$ cat src/rtl/seq_det_pkg.sv
// Shared definitions for the parametrised serial-pattern detector.
// Holds the FSM state encoding, the overlap-mode constants and the
// legal pattern-length range together with its check function.
package seq_det_pkg;

  typedef enum logic [1:0] {
    ST_IDLE = 2'd0,
    ST_HUNT = 2'd1,
    ST_HIT  = 2'd2
  } state_e;

  localparam logic OVL_OFF = 1'b0;  // non-overlapping: a match consumes its bits
  localparam logic OVL_ON  = 1'b1;  // overlapping: any valid bit may end a match

  localparam int SEQ_LEN_MIN = 2;
  localparam int SEQ_LEN_MAX = 16;

  function automatic bit seq_len_ok(input int n);
    return (n >= SEQ_LEN_MIN) && (n <= SEQ_LEN_MAX);
  endfunction

endpackage

$ cat src/rtl/sat_counter.sv
// Saturating up-counter with synchronous clear; clear wins over increment.
// Ports: clk_i/rst_ni clock and async active-low reset, inc_i count request,
//        clr_i synchronous clear, cnt_o current count (holds at all-ones).
module sat_counter #(
  parameter int CNT_W = 8
) (
  input  logic             clk_i,
  input  logic             rst_ni,
  input  logic             inc_i,
  input  logic             clr_i,
  output logic [CNT_W-1:0] cnt_o
);

  logic [CNT_W-1:0] cnt_q;

  always_ff @(posedge clk_i or negedge rst_ni) begin
    if (!rst_ni) begin
      cnt_q <= '0;
    end else if (clr_i) begin
      cnt_q <= '0;
    end else if (inc_i && (cnt_q != {CNT_W{1'b1}})) begin
      cnt_q <= cnt_q + CNT_W'(1);
    end
  end

  assign cnt_o = cnt_q;

endmodule

$ cat src/rtl/seq_detect_param.sv
// Parametrised Moore serial-pattern detector with reloadable pattern,
// per-match overlap selection, input valid strobe and saturating match count.
// Ports: clk_i/rst_ni clock + async active-low reset; en_i enable; in_i/in_vld_i
//        serial bit and qualifier; ovl_i overlap mode; pat_ld_i/pat_in_i pattern
//        reload (MSB first); cnt_clr_i count clear; out_o match flag; cnt_o count.
module seq_detect_param
  import seq_det_pkg::*;
#(
  parameter int                 SEQ_LEN  = 4,
  parameter logic [SEQ_LEN-1:0] SEQ_INIT = 4'b1011,
  parameter int                 CNT_W    = 8
) (
  input  logic               clk_i,
  input  logic               rst_ni,
  input  logic               en_i,
  input  logic               in_i,
  input  logic               in_vld_i,
  input  logic               ovl_i,
  input  logic               pat_ld_i,
  input  logic [SEQ_LEN-1:0] pat_in_i,
  input  logic               cnt_clr_i,
  output logic               out_o,
  output logic [CNT_W-1:0]   cnt_o
);

  if (!seq_len_ok(SEQ_LEN)) begin : g_bad_seq_len
    $error("seq_detect_param: SEQ_LEN must be within 2..16");
  end

  // Fill counts 0..SEQ_LEN, so it needs one more code than the pattern width.
  localparam int              FW        = $clog2(SEQ_LEN + 1);
  localparam logic [FW-1:0]   FILL_FULL = FW'(SEQ_LEN);

  state_e             state_q;
  logic [SEQ_LEN-1:0] shift_q;
  logic [SEQ_LEN-1:0] pat_q;
  logic [FW-1:0]      fill_q;

  logic [SEQ_LEN-1:0] shift_d;
  logic [FW-1:0]      fill_d;
  logic               match;

  // History as it would look after accepting in_i on this edge.
  always_comb begin
    shift_d = {shift_q[SEQ_LEN-2:0], in_i};
    fill_d  = (fill_q == FILL_FULL) ? FILL_FULL : fill_q + FW'(1);
  end

  // A reload on the same edge discards the incoming bit, so it also kills the match.
  assign match = en_i & in_vld_i & ~pat_ld_i & (fill_d == FILL_FULL) & (shift_d == pat_q);

  always_ff @(posedge clk_i or negedge rst_ni) begin
    if (!rst_ni) begin
      state_q <= ST_IDLE;
      shift_q <= '0;
      fill_q  <= '0;
      pat_q   <= SEQ_INIT;
    end else begin
      // Reload is honoured whether or not the detector is enabled.
      if (pat_ld_i) begin
        pat_q <= pat_in_i;
      end

      if (!en_i) begin
        state_q <= ST_IDLE;
        shift_q <= '0;
        fill_q  <= '0;
      end else if (pat_ld_i) begin
        fill_q  <= '0;
        state_q <= ST_HUNT;
      end else if (in_vld_i) begin
        shift_q <= shift_d;
        if (match) begin
          state_q <= ST_HIT;
          fill_q  <= (ovl_i == OVL_ON) ? FILL_FULL : '0;
        end else begin
          state_q <= ST_HUNT;
          fill_q  <= fill_d;
        end
      end else begin
        // No bit this cycle: history frozen, but a hit lasts only one cycle.
        state_q <= ST_HUNT;
      end
    end
  end

  // Decode of the state register only; no path from in_i.
  assign out_o = (state_q == ST_HIT);

  sat_counter #(
    .CNT_W(CNT_W)
  ) u_cnt (
    .clk_i (clk_i),
    .rst_ni(rst_ni),
    .inc_i (match),
    .clr_i (cnt_clr_i),
    .cnt_o (cnt_o)
  );

endmodule
$ cat config.mk
export PLATFORM = sky130hd
export DESIGN_NAME = seq_detect_param
export DESIGN_NICKNAME = d
export VERILOG_FILES = /design/src/rtl/seq_det_pkg.sv /design/src/rtl/sat_counter.sv /design/src/rtl/seq_detect_param.sv
export SDC_FILE = /design/constraint.sdc
export NUM_CORES = 1
export LEC_CHECK = 0
export BUFFER_PORTS_ARGS = -buffer_cell sky130_fd_sc_hd__buf_2
export CELL_PAD_IN_SITES_DETAIL_PLACEMENT = 2
export CELL_PAD_IN_SITES_GLOBAL_PLACEMENT = 2
export CORE_AREA = 2 2 51 65
export CTS_BUF_LIST = sky130_fd_sc_hd__clkbuf_4
export DETAILED_ROUTE_END_ITERATION = 10
export DIE_AREA = 0 0 53 67
export GPL_TIMING_DRIVEN = 0
export PLACE_DENSITY = 0.81
export REMOVE_ABC_BUFFERS = 1
export SYNTH_ARGS = -nofsm -noshare
export SYNTH_HDL_FRONTEND = slang
export SYNTH_SLANG_ARGS = --single-unit
$ cat constraint.sdc
create_clock -name clk_i -period 5.8 [get_ports clk_i]
set_input_delay 1.16 -clock clk_i [delete_from_list [all_inputs] [get_ports clk_i]]
set_output_delay 1.16 -clock clk_i [all_outputs]
set_load 0.02 [all_outputs]
==> reports/results.ini, run 1 <==
[place]
portBuffers=20
place.gp.congestion=0.699
placedCellCount=151
dp_hpwl_mm=1.96
post_dp_cell_area_sq_um=1200

[cells_and_area]
n_antenna_cell=0
fillers=330
fin_area_sq_um=1220
layout-drive-gt1-share_pct=29.4
layout.cells.non_filler=155
area_growth_pct=14.7
final_nets=135

[critical_path]
arrival_ns=2.83
crit_path_end_kind=flip-flop
worstPathRequired_ns=6.03
reg2reg_from=fill_q[0]$_DFFE_PN0P_
worstSetupPathType=input port to flip-flop
worstSetupStartpoint=pat_ld_i
cp_max_fo=13
worstSetupStartpointType=input port
rrSetupSlack_ns=3.54

[hold_path]
hold_start=pat_q[2]$_DFFE_PN0P_
hold_class=flip-flop to flip-flop

[detailed_routing]
ant_nets=0
wl_per_cell_um=16.7
vias_per_cell=5.35
drtPass1Iterations=3
vias=829
drc=0
drtIter0Drc=7
routed_wl_mm=2.58

[yosys]
synthArstFlopShare_pct=100
syn-cell-area_sq_um=1070
seq_area_frac_synth_pct=47.2
synthCells=97
synth.avg_cell_area_sq_um=11.0
yosys_warnings=0
synth_edf_count=0
netlist-cell-type-count=30
synth_ff_type=dfrtp_1
ys_ff_latch=20

[die]
dieHeight_um=67
core_sq_um=2890
die_width_um=53
dieArea_sq_um=3550
initial_core_util_pct=36.9
ios=21
num_rows=22

[sta]
fmax_mhz=385
drv_slew=0
setup-violations-final=0
tightest_slew_ns=0.500
hold_violations=0
tns_ns=0
period_share_pct=44.8
min_period_ns=2.60
slew_headroom_pct=66.5
rsz0062_at_grt=no
finClkSkew_ns=0.00369

[power]
p_leak_nw=0.583
vdd_drop_max_v=0.000125
p_per_area_nw_per_um2=198
total_power_mw=0.242

[run_status]
status=finished, final reports clean

[clock_tree]
hold_buffers=0
cts.path.max_buffers=2
htree_levels=1
clock-root-buffer=clkbuf_4
cts_tree=done
cts.sinks=20
clk_pin_slew_ns=0.12
cts_buffers=3
cts_setup_buffers=0
cts-resized-gates=0
insertion_delay_ns=0.30

[grt]
grt_first_pass_wirelength_mm=4.58
grt_max_degree=21
antenna_found_initial=0
grt.total_usage_pct=17.8
grt_overflow_total=0
first_global_vias=915

[flow_run]
drv_cap=0

-- Yosys cell counts, types with 2 or more instances --
master    n  area share (%)
a21oi_1   8             3.8
and2_1    2             1.2
dfrtp_1  17              40
dfstp_2   3             7.4
ha_1      3             3.5
inv_1     4             1.4
mux2_2    5             5.3
mux2i_1   5             4.7
nand2_1   5             1.8
nand3_1   3             1.4
nand4_1   2             1.2
nor2_1    6             2.1
nor2b_1   5             2.9
o21ai_0   4             1.9
o31ai_1   3             2.1
or3_1     2             1.2
or4_1     4             2.8
xor2_1    4             3.3
-- layer usage --
| metal | vias to the layer above | GRT usage [%] | share of wire [%] | wire [um] |
|---|---|---|---|---|
| met3 | 2 | 2.02 | 2.2 | 56 |
| met4 | 0 | 5.77 | 0.62 | 16 |
| met2 | 11 | 32.3 | 55 | 1420 |
| met5 | - | 0 | 0 | 0 |
| li1 | 393 | - | - | - |
| met1 | 423 | 21.1 | 42 | 1090 |
-- area by class of cell --
type | count | area [sq um] | area share (%)
Multi-Input combinational cell | 71 | 533 | 43.6
Sequential cell | 20 | 504 | 41.2
Timing Repair Buffer | 20 | 100 | 8.18
Tap cell | 36 | 45.0 | 3.68
Clock buffer | 3 | 22.5 | 1.84
Inverter | 4 | 15.0 | 1.23
Clock inverter | 1 | 3.75 | 0.307
-- worst paths after layout --
kind,to,depth (start not counted)
setup / recovery,u_cnt.cnt_o[5]$_DFFE_PN0P_,6
hold / removal,pat_q[2]$_DFFE_PN0P_,1
setup reg to reg,u_cnt.cnt_o[5]$_DFFE_PN0P_,7
hold reg to reg,pat_q[2]$_DFFE_PN0P_,1
max in group asynchronous,pat_q[1]$_DFFE_PN1P_,1
min in group asynchronous,shift_q[0]$_DFFE_PN0P_,1
-- cells in the final DEF, fill, tap and decap left out, drive strengths merged, types with 2 or more instances in the layout --
cell	count
nand2b	2
nand3	3
dfrtp	17
inv	4
nand4	2
nor2b	5
or4	4
o31ai	3
or3	3
buf	20
and2	2
mux2i	5
nor2	6
xor2	4
o21ai	4
clkbuf	3
mux2	5
ha	3
dfstp	3
nand2	5
a21oi	8
-- power breakdown --
part | switching, mW | internal [mW] | leakage (nW)
Sequential | 0.00305 | 0.145 | 0.263
Clock | 0.0440 | 0.0251 | 0.0154
Combinational | 0.0144 | 0.0105 | 0.304
-- flip-flops by register name (all words and copies together), names as in the netlist --
| register | flops |
|---|---|
| shift_q | 3 |
| state_q | 2 |
| pat_q | 4 |
| u_cnt.cnt_o | 8 |
| fill_q | 3 |
-- stage by stage --
| stage | worst slack, ns | hold slack [ns] | utilization [%] |
|---|---|---|---|
| floorplan | 3.21 | 0.501 | - |
| global placement | 2.92 | 0.522 | 41.4 |
| detailed placement | 2.88 | 0.550 | 41.4 |
| CTS | 3.21 | 0.576 | 42.3 |
| global route | 3.11 | 0.603 | 42.3 |
| finish | 3.20 | 0.570 | 42.3 |
-- cell families after synthesis --
| family | after synthesis | synth area share (%) |
|---|---|---|
| simple gates | 37 | 23.8 |
| flops | 20 | 47.2 |
| compound gates | 17 | 9.38 |
| mux | 10 | 9.96 |
| buf+inv | 6 | 2.81 |
| xor+xnor | 4 | 3.28 |
| fa+ha+maj | 3 | 3.52 |
-- critical path, cell delays in order --
cell and delay [ns]:
buf_2 0.15, nand2b_4 0.16, or3_4 0.40, nand3b_4 0.25, or4_1 0.54, a21oi_1 0.17
(Power assumes the default switching activity.)
==> run 2, diff against run 1 <==
--- a/config.mk
+++ b/config.mk
@@ -5,15 +5,16 @@
 export SDC_FILE = /design/constraint.sdc
 export NUM_CORES = 1
 export LEC_CHECK = 0
+export ABC_AREA = 1
 export BUFFER_PORTS_ARGS = -buffer_cell sky130_fd_sc_hd__buf_2
 export CELL_PAD_IN_SITES_DETAIL_PLACEMENT = 2
 export CELL_PAD_IN_SITES_GLOBAL_PLACEMENT = 2
-export CORE_AREA = 2 2 51 65
+export CORE_AREA = 2 2 59 75
 export CTS_BUF_LIST = sky130_fd_sc_hd__clkbuf_4
 export DETAILED_ROUTE_END_ITERATION = 10
-export DIE_AREA = 0 0 53 67
+export DIE_AREA = 0 0 61 77
 export GPL_TIMING_DRIVEN = 0
-export PLACE_DENSITY = 0.81
+export PLACE_DENSITY = 0.79
 export REMOVE_ABC_BUFFERS = 1
 export SYNTH_ARGS = -nofsm -noshare
 export SYNTH_HDL_FRONTEND = slang
==> constraint.sdc (replaced) <==
create_clock -name clk_i -period 2.5 [get_ports clk_i]
set_input_delay 0.5 -clock clk_i [delete_from_list [all_inputs] [get_ports clk_i]]
set_output_delay 0.5 -clock clk_i [all_outputs]
set_load 0.02 [all_outputs]
==> run 2 against run 1 <==
Net effect: first-iteration DRC count grew to 3.0 times the previous value; sequential share of layout area decreased by 6.0 points; combinational power rose to 2.9 times the previous value; register-to-register slack lost 2.7 ns; worst hold slack worse by 0.43 ns; synthesized cell count rose by 78%; routed wire length grew 39%; non-clock buffer count stayed put; via count up 46%; final area grew 17%; die area grew 32%; clock power grew 140%; critical path type is now flip-flop to flip-flop; critical endpoint is now u_cnt.cnt_o[0]$_DFFE_PN0P_; largest power group unchanged; highest routed layer unchanged.
==> reports/results.ini, run 2 <==
[run_status]
status=finished, final reports clean  ; unchanged

[yosys]
synth_edf_count=0  ; unchanged
seq_area_frac_synth_pct=40.3  ; was 47.2%
yosysTopAreaCell=dfrtp_1  ; unchanged
ys_ff_latch=20  ; unchanged
yosys_warnings=0  ; unchanged
synth_top_family_by_area=simple AND/OR/NAND/NOR gates  ; unchanged
synthTopCellsByArea=dfrtp_1 (34%), nand2_1 (17%), inv_1 (8.1%), dfstp_2 (6.3%), nand3_1 (6.0%)  ; was dfrtp_1 (40%), dfstp_2 (7.4%), mux2_2 (5.3%), mux2i_1 (4.7%), a21oi_1 (3.8%)
netlist-cell-type-count=25  ; was 30
synthAdderAreaFrac_pct=3.00  ; was 3.52%
synth.avg_cell_area_sq_um=7.23  ; was 11.0 sq um
synthCells=173  ; was 97
synthArstFlopShare_pct=100  ; unchanged
synth_ff_type=dfrtp_1  ; unchanged
syn-cell-area_sq_um=1250  ; was 1070 sq um
synthSimpleGateAreaFrac_pct=38.8  ; was 23.8%
yosys.cell_count.top_type=nand2_1  ; was dfrtp_1
synthMuxAreaShare_pct=0  ; was 9.96%
yosys-top-cells-count=nand2_1 (56), inv_1 (27), dfrtp_1 (17)  ; was dfrtp_1 (17), a21oi_1 (8), nor2_1 (6)
yosysTopAreaCellShare_pct=34.0  ; was 39.9%
synth_compound_area_share_pct=6.00  ; was 9.38%
synth_xor_area_share_pct=2.10  ; was 3.28%

[clock_tree]
cts-resized-gates=0  ; unchanged
cts_buffers=3  ; unchanged
insertion_delay_ns=0.30  ; about the same
cts.sinks=20  ; unchanged
clk_pin_slew_ns=0.12  ; about the same
cts_tree=done  ; unchanged
cts_setup_buffers=0  ; unchanged
clock-root-buffer=clkbuf_4  ; unchanged
hold_buffers=0  ; unchanged
cts.path.max_buffers=2  ; unchanged
htree_levels=1  ; unchanged

[grt]
grt_max_degree=21  ; unchanged
grt_first_pass_wirelength_mm=6.31  ; was 4.58 mm
antenna_found_initial=0  ; unchanged
first_global_vias=1361  ; was 915
grt_overflow_total=0  ; unchanged
grt.total_usage_pct=17.5  ; was 17.8%

[cells_and_area]
final_nets=210  ; was 135
fin_area_sq_um=1430  ; was 1220 sq um
area_growth_pct=14.6  ; was 14.7%
layout-drive-gt1-share_pct=19.6  ; was 29.4%
n_antenna_cell=0  ; unchanged
seqCellArea_sq_um=504  ; unchanged
final_common_cell=nand2_1  ; was buf_2
mostFrequentLayoutCells=nand2_1 (56), inv_1 (27), buf_2 (20)  ; was buf_2 (20), dfrtp_1 (17), a21oi_1 (8)
multi_input_area_sq_um=624  ; was 533 sq um
largest_register_ffs=8  ; unchanged
fillers=508  ; was 330

[critical_path]
max_stage_delay_ns=0.42  ; was 0.54 ns
worstSetupPathType=flip-flop to flip-flop  ; was input port to flip-flop
crit_family=simple AND/OR/NAND/NOR gates  ; unchanged
critPathBufInv=1  ; unchanged
worstRegToRegCells=8  ; was 7
crit_path_end_kind=flip-flop  ; unchanged
worstPathRequired_ns=2.75  ; was 6.03 ns
arrival_ns=1.93  ; was 2.83 ns
worst-path-stages=8  ; was 6
worstSetupStartpointType=flip-flop  ; was input port
cp_cell_sequence=inv_1 -> ha_1 -> nand2_1 -> a21oi_2 -> nand3_1 -> nor2_4 -> nand4_1 -> nand2_1  ; was buf_2 -> nand2b_4 -> or3_4 -> nand3b_4 -> or4_1 -> a21oi_1
cp_max_fo=9  ; was 13
crit_top_cell=nand2_1
cp_slowest_cell=dfrtp_1  ; was or4_1

[power]
p_per_area_nw_per_um2=403  ; was 198 nW/um^2
vdd_drop_max_v=0.000147  ; was 0.000125 V
p_leak_nw=0.762  ; was 0.583 nW

[sta]
finClkSkew_ns=0.00392  ; was 0.00369 ns
tns_ns=0  ; unchanged
tightest_slew_ns=0.488  ; was 0.500 ns
setup-violations-final=0  ; unchanged
whs_ns=0.138  ; was 0.570 ns
min_period_ns=1.68
rsz0062_at_grt=no  ; unchanged
period_share_pct=67.4
hold_violations=0  ; unchanged
drv_slew=0  ; unchanged
fmax_mhz=594
slew_headroom_pct=67.4  ; was 66.5%

[die]
die_width_um=61  ; was 53 um
dieHeight_um=77  ; was 67 um
dieArea_sq_um=4700  ; was 3550 sq um
ios=21  ; unchanged
core_sq_um=4000  ; was 2890 sq um
num_rows=26  ; was 22
initial_core_util_pct=31.3  ; was 36.9%

[hold_path]
hold_class=input port to async pin  ; was flip-flop to flip-flop

[detailed_routing]
wl_per_cell_um=14.3  ; was 16.7 um
drc=0  ; unchanged
drtIter0Drc=21  ; was 7
ant_nets=0  ; unchanged
vias_per_cell=4.84  ; was 5.35
routed_wl_mm=3.58  ; was 2.58 mm
vias=1211  ; was 829
drtPass1Iterations=3  ; unchanged

[place]
place.gp.congestion=0.770  ; was 0.699
dp_hpwl_mm=2.85  ; was 1.96 mm
portBuffers=20  ; unchanged
post_dp_cell_area_sq_um=1410  ; was 1200 sq um

[flow_run]
drv_cap=0  ; unchanged

[run 2: cell count changes after synthesis, moves of 6 or more]
cell / change
nand2_1: +51
inv_1: +23
nand3_1: +12
a21oi_1: -7
nand4_1: +6
[run 2: through the flow]
step                power, mW  utilization [%]  cells  setup WS [ns]
global placement        0.416             35.2    246          0.887
detailed placement      0.423             35.2    246          0.824
floorplan               0.388                -    170           1.04
CTS                     0.590             35.8    250          0.793
finish                  0.577             35.8    250          0.815
global route            0.614             35.8    250          0.618
[run 2: worst register-to-register path: stages, from the launching register on]
cell	delay, ns
dfrtp_1	0.42
inv_1	0.12
ha_1	0.19
nand2_1	0.10
a21oi_2	0.19
nand3_1	0.14
nor2_4	0.23
nand4_1	0.12
nand2_1	0.11
[run 2: layer usage]
layer | vias up | track usage (%) | part of all wire, % | wire length [um]
met3 | 2 | 2.19 | 1.8 | 65
met1 | 604 | 21.0 | 40 | 1430
met5 | - | 0 | 0 | 0
met4 | 0 | 4.57 | 0.59 | 21
li1 | 593 | - | - | -
met2 | 12 | 31.4 | 58 | 2070
[run 2: cell type report]
type | count | area share, %
inverter | 29 | 7.59
clock buffer | 3 | 1.57
timing repair buffer | 20 | 6.98
sequential | 20 | 35.2
clock inverter | 1 | 0.262
tap | 56 | 4.89
multi-input combinational | 121 | 43.5
[run 2: kinds of logic (layout without fill, tap and decap cells)]
family,after synthesis,after routing
and+or+nand+nor,102,102
buffers and inverters,32,53
DFF,20,20
AOI/OAI and AO/OA,13,13
adders and majority gates,3,3
xor gates and xnor gates,3,3
[run 2: power breakdown]
group | switching, mW | internal [mW] | total (mW) | leakage, nW
Clock | 0.105 | 0.0582 | 0.163 | 0.0154
Sequential | 0.00576 | 0.336 | 0.341 | 0.264
Combinational | 0.0503 | 0.0231 | 0.0734 | 0.483
Total | 0.161 | 0.417 | 0.577 | 0.762
[run 2: final timing paths]
check / startpoint / to / slack (ns)
max: fill_q[0]$_DFFE_PN0P_ / u_cnt.cnt_o[0]$_DFFE_PN0P_ / 0.82
min: rst_ni / fill_q[0]$_DFFE_PN0P_ / 0.14
max reg2reg: fill_q[0]$_DFFE_PN0P_ / u_cnt.cnt_o[0]$_DFFE_PN0P_ / 0.82
min reg2reg: pat_q[1]$_DFFE_PN1P_ / pat_q[1]$_DFFE_PN1P_ / 0.51
max in group asynchronous: rst_ni / pat_q[1]$_DFFE_PN1P_ / 2.01
min in group clk_i: pat_in_i[3] / pat_q[3]$_DFFE_PN1P_ / 0.40
